File: config.mk
export PLATFORM = sky130hd
export DESIGN_NAME = hazard_detection_unit
export DESIGN_NICKNAME = d
export VERILOG_FILES = /design/src/rtl/hazard_detection_unit.sv
export SDC_FILE = /design/constraint.sdc
export NUM_CORES = 1
export LEC_CHECK = 0
export ABC_AREA = 1
export ABC_CLOCK_PERIOD_IN_PS = 2000
export CORE_MARGIN = 1
export CORE_UTILIZATION = 51
export CTS_CLUSTER_SIZE = 10
export DETAILED_ROUTE_END_ITERATION = 16
export PLACE_DENSITY = 0.89
export SYNTH_ARGS = -nofsm -noshare
export SYNTH_HDL_FRONTEND = slang
export SYNTH_SLANG_ARGS = --single-unit
File: constraint.sdc
create_clock -name clk -period 2 [get_ports clk]
set_input_delay 0.4 -clock clk [delete_from_list [all_inputs] [get_ports clk]]
set_output_delay 0.4 -clock clk [all_outputs]
set_load 0.01 [all_outputs]
File: src/rtl/hazard_detection_unit.sv
// Load-use hazard detector for the 5-stage RV32I pipeline.
// When the instruction in EX is a load whose rd feeds either source of the
// instruction in ID, the PC and IF/ID are frozen and a bubble is steered into
// ID/EX. A saturating counter records how many cycles were spent stalling.
module hazard_detection_unit #(
  parameter int IGNORE_X0 = 0,
  parameter int CNT_W     = 32
) (
  input  logic             clk,
  input  logic             rst_n,
  input  logic [4:0]       IFID_Reg_Rs,
  input  logic [4:0]       IFID_Reg_Rd,
  input  logic             IDEX_MemRead,
  input  logic [4:0]       IDEX_Reg_Rd,
  output logic             PC_write,
  output logic             IFID_write,
  output logic             Mux_select,
  output logic [CNT_W-1:0] Stall_count
);

  // Increment that sticks at all-ones instead of wrapping to zero.
  function automatic logic [CNT_W-1:0] sat_inc(input logic [CNT_W-1:0] val);
    if (val == {CNT_W{1'b1}}) begin
      sat_inc = val;
    end else begin
      sat_inc = val + CNT_W'(1);
    end
  endfunction

  logic src_match;
  logic hazard;

  // Hazard equation; reset overrides it so the pipeline runs freely in reset.
  always_comb begin
    src_match = (IDEX_Reg_Rd == IFID_Reg_Rs) || (IDEX_Reg_Rd == IFID_Reg_Rd);
    hazard    = IDEX_MemRead && src_match;
    if ((IGNORE_X0 != 0) && (IDEX_Reg_Rd == 5'd0)) begin
      hazard = 1'b0;
    end
    if (!rst_n) begin
      hazard = 1'b0;
    end
  end

  assign Mux_select = hazard;
  assign PC_write   = ~hazard;
  assign IFID_write = ~hazard;

  // Stall-cycle counter, cleared asynchronously, saturating at all-ones.
  always_ff @(posedge clk or negedge rst_n) begin
    if (!rst_n) begin
      Stall_count <= '0;
    end else if (hazard) begin
      Stall_count <= sat_inc(Stall_count);
    end
  end

endmodule

-- Yosys cells after proc, flatten, opt, wreduce, memory -nomap -nowiden
Index checks and enable logic that the tools add are counted.
- register bits after elaboration: 32
- input bits: 18
- output and inout bits: 35
- logic and storage cells: 11
- add/subtract/negate cells: 1
- equal/unequal tests: 3
- muxes and demuxes: 1
- bitwise logic cells: 2
- reductions and logical operators: 3
- operator list (cell ; number):
    32-bit by 1-bit adder with 32-bit output, second input constant ; 1
    32-bit equality test, second input constant ; 1
    5-bit equality test ; 2
    1-bit inverter ; 2
    2-bit AND reduction ; 1
    1-bit logical AND ; 1
    1-bit logical OR ; 1
    1-bit two-way mux ; 1

-- Longest topological paths before layout
- word-level depth: 5
- mapped depth: 10
- mapped depth without buffers: 10

-- Least setup slack after synthesis
No wires, ideal clock.
- kind: input -> output
- start point: in IFID_Reg_Rd[3]
- end point: out PC_write
- data arrival time: 1.403 ns
- required time: 1.600 ns
- setup slack: 0.197 ns
- stages: 9
- path buffers: 2
- cells stage by stage: inv_1 > nand2_1 > nand2_1 > nor2_1 > nand3_1 > a21oi_2 > buf_2 > inv_1 > buf_4
- longest elaborated chain between the ends: 5
- ends and longest elaborated chain (item ; RTL line ; text):
    from (decl) ; 12 ; input logic [4:0] IFID_Reg_Rd,
    5-bit equality test ; 35 ; src_match = (IDEX_Reg_Rd == IFID_Reg_Rs) || (IDEX_Reg_Rd == IFID_Reg_Rd);
    1-bit logical OR ; 35 ;
    1-bit logical AND ; 36 ; hazard = IDEX_MemRead && src_match;
    1-bit two-way mux ; 40 ; if (!rst_n) begin
    named net Mux_select ; 17 ; output logic Mux_select,
    1-bit inverter ; - ;
    to (decl) ; 15 ; output logic PC_write,
The timed path passes the listed nets, and every way through them passes these cells.

-- Final worst setup path
- start point: in IDEX_Reg_Rd[3]
- end point: out IFID_write
- longest elaborated chain between the ends: 5
- elaborated cells on any way between the ends: 6
- classes of those cells: eq/ne (2); mux (1); bitwise (1); reduce/logical (2)
- ends and longest elaborated chain (item ; RTL line ; text):
    from (decl) ; 14 ; input logic [4:0] IDEX_Reg_Rd,
    5-bit equality test ; 35 ;
    1-bit logical OR * ; 35 ;
    1-bit logical AND * ; 36 ;
    1-bit two-way mux * ; 40 ;
    1-bit inverter * ; 47 ; assign IFID_write = ~hazard;
    to (decl) ; 16 ; output logic IFID_write,
Mark *: on every way between the ends. The rest lies on a longest branch, timed or not.

==> reports/results.txt <==
Status: complete, no violations
Final slew viol count: 0
Worst slew margin: 0.7353
Clk slew on worst S/H paths: 0.07 ns
Layout cells sized above 1: 0.1062
# setup viols final: 0
CTS root buf: clkbuf_8
Area Overhead vs Synth: 32.22%
F_max: 0.5134 GHz
Total track usage: 0.2982
Max reg flops: 32
Vias in the first global route: 2,582
# H-tree levels: 2
Core ar.: 4504 um2
Post-synthesis sequential area ratio: 0.3237
CP Data Required Time: 1.60 ns
Pwr Density: 504.5 nW/um2
TritonCTS clock tree: built
Max-capacitance violation count: 0
Final Skew: 0.007778 ns
Design area: 3271 um2
Data arrival, critical path: 1.55 ns
Detailed Route Iter0 Violations: 200
Dpl ws: -0.5909 ns
NumNets Final: 489
Cell Area, Synth: 2474 um2
Deepest clock path buffer count: 2
Die area: 5133 um2
DRC errors left: 0
Largest net degree at the start of global routing: 33
Crit path time final: 1.948 ns
VDD IR max: 0.3609 mV
Most common cell after layout, fill and taps aside: nand2_1
Seq cells post-synth: 32
Clock Sink Count: 32
Worst Tran Pin Value: 0.3970 ns
Initial antenna violation count: 0
Hold Path Class: reg2reg
GP Congestion: 0.9415
Largest fanout on the critical path: 3
Total CTS buffers: 5
Fin crit share: 0.9739
DR WL/cell: 13.59 um
Total Power: 1.650 mW
Detail-routed via count per cell: 5.354
Latest clock arrival within the worst-skew pair: 0.29 ns
Biggest register: Stall_count
TNS Setup: 0 ns
Yosys cell types: 25
Finished Core Util: 0.7261
Final wirelength: 7.107 mm
Via Count: 2,800
Leakage: 1.534 nW
Grt total ovfl: 0
Placed Instance Area: 3090 um2
Final hold vios: 0
RSZ-0062 raised after global routing: false
HPWL Detailed: 5.359 mm
Largest registers: Stall_count: 32 flops
Critical path class: in2out
Chip Height: 71.65 um
Yosys warning total: 0
Die Wd: 71.65 um
Commonest non-fill, non-tap cells in the layout: nand2_1, nor2_1, clkdlybuf4s50_1
First-pass GRT wire length: 11.97 mm
Setup crit start kind: input pin
DRT antenna net count: 0
Setup ws final: 0.05224 ns
Syn Area/Cell: 6.123 um2
PortBufs: 52
Post-synthesis instance total: 404
TritonRoute pass-1 iters: 5
I/O pin count: 53
Antenna Diode Count: 0
Crit. End Element: output pin
Mapped Nets: 423
Std-Cell Rows: 24
Initial Utilization: 0.5492
==> metal layers <==
metal	up-vias	track usage	wire, um
met3	18	0.05063	409
met5	-	0	0
li1	1390	-	-
met1	1278	0.4084	3189
met2	114	0.4958	3350
met4	0	0.06536	158
==> path summary, 6_finish.rpt <==
path | startpoint | end | slack [ns] | cells after the start
worst max-delay path | IDEX_Reg_Rd[3] | IFID_write | 0.05 | 8
worst min-delay path | Stall_count[1] | Stall_count[1] | 0.56 | 2
worst max register to register | Stall_count[1] | Stall_count[2] | 0.18 | 10
worst min register to register | Stall_count[1] | Stall_count[1] | 0.56 | 2
max in group asynchronous | rst_n | Stall_count[1] | 1.08 | 2
min in group asynchronous | rst_n | Stall_count[0] | 0.62 | 2
==> report_power, final <==
part	leakage (nW)	switching, mW	total (mW)	internal [mW]
Combinational	1.03	0.138	0.263	0.125
Sequential	0.443	0.0285	0.699	0.670
Clock	0.0645	0.248	0.688	0.440
==> cell usage after synthesis <==
library cell    n  share of area
clkbuf_1        1         0.0015
buf_1           1         0.0015
and2_1          1         0.0025
ha_1            1         0.0051
nand2_2         1         0.0025
nand3_1        31          0.063
nor2_4          1         0.0046
inv_1          23          0.035
nand2_1       192           0.29
xor2_1          6          0.021
buf_4           1         0.0030
dfrtp_1        32           0.32
o21ai_0         2         0.0040
nand3_2         2         0.0081
inv_2           3         0.0046
nor2_2          2         0.0051
nand3b_1       14          0.042
nor2_1         60          0.091
a21oi_2         1         0.0035
buf_2           5          0.010
nand3b_2        1         0.0046
nand4_1        11          0.028
xnor2_1         8          0.028
buf_6           3          0.014
nor3_1          1         0.0020
==> worst max-delay path: stages <==
cell and delay, ns:
dlygate4sd2_1 0.26, buf_4 0.15, xnor2_2 0.14, nand3_2 0.13
a21oi_4 0.18, buf_6 0.13, inv_2 0.05, buf_6 0.11
==> repair_timing <==
action | in CTS | in global routing
cloned | 0 | 0
hold buffers | 0 | 0
resized for setup | 37 | 10
buffers inserted | 3 | 1
pin swaps | 7 | 3
setup endpoints to repair | 3 | 35
==> layout make-up <==
class	count	area, um2
multi-input combinational	335	1539
inverter	26	97.59
sequential	32	802.0
fill	410	1234
clock inverter	1	30.03
clock buffer	7	96.34
timing repair buffer	70	640.6
tap	52	65.06
==> per-stage QoR <==
stage	std cells	hold WS [ns]
after floorplan	404	0.1044
after global placement	511	0.5552
after detailed placement	511	0.5597
after CTS	522	0.5761
after global routing	523	0.5947
final	523	0.5576
==> cells by family after synthesis <==
kind of cell,after synthesis,synth area share
flip-flops,32,0.3237
buffers and inverters,37,0.06929
XOR/XNOR,14,0.04957
AO/OA/AOI/OAI,3,0.007588
adder cells (fa/ha/maj),1,0.005057
AND/OR/NAND/NOR,317,0.5448
Power figures use the tool's default switching activity.
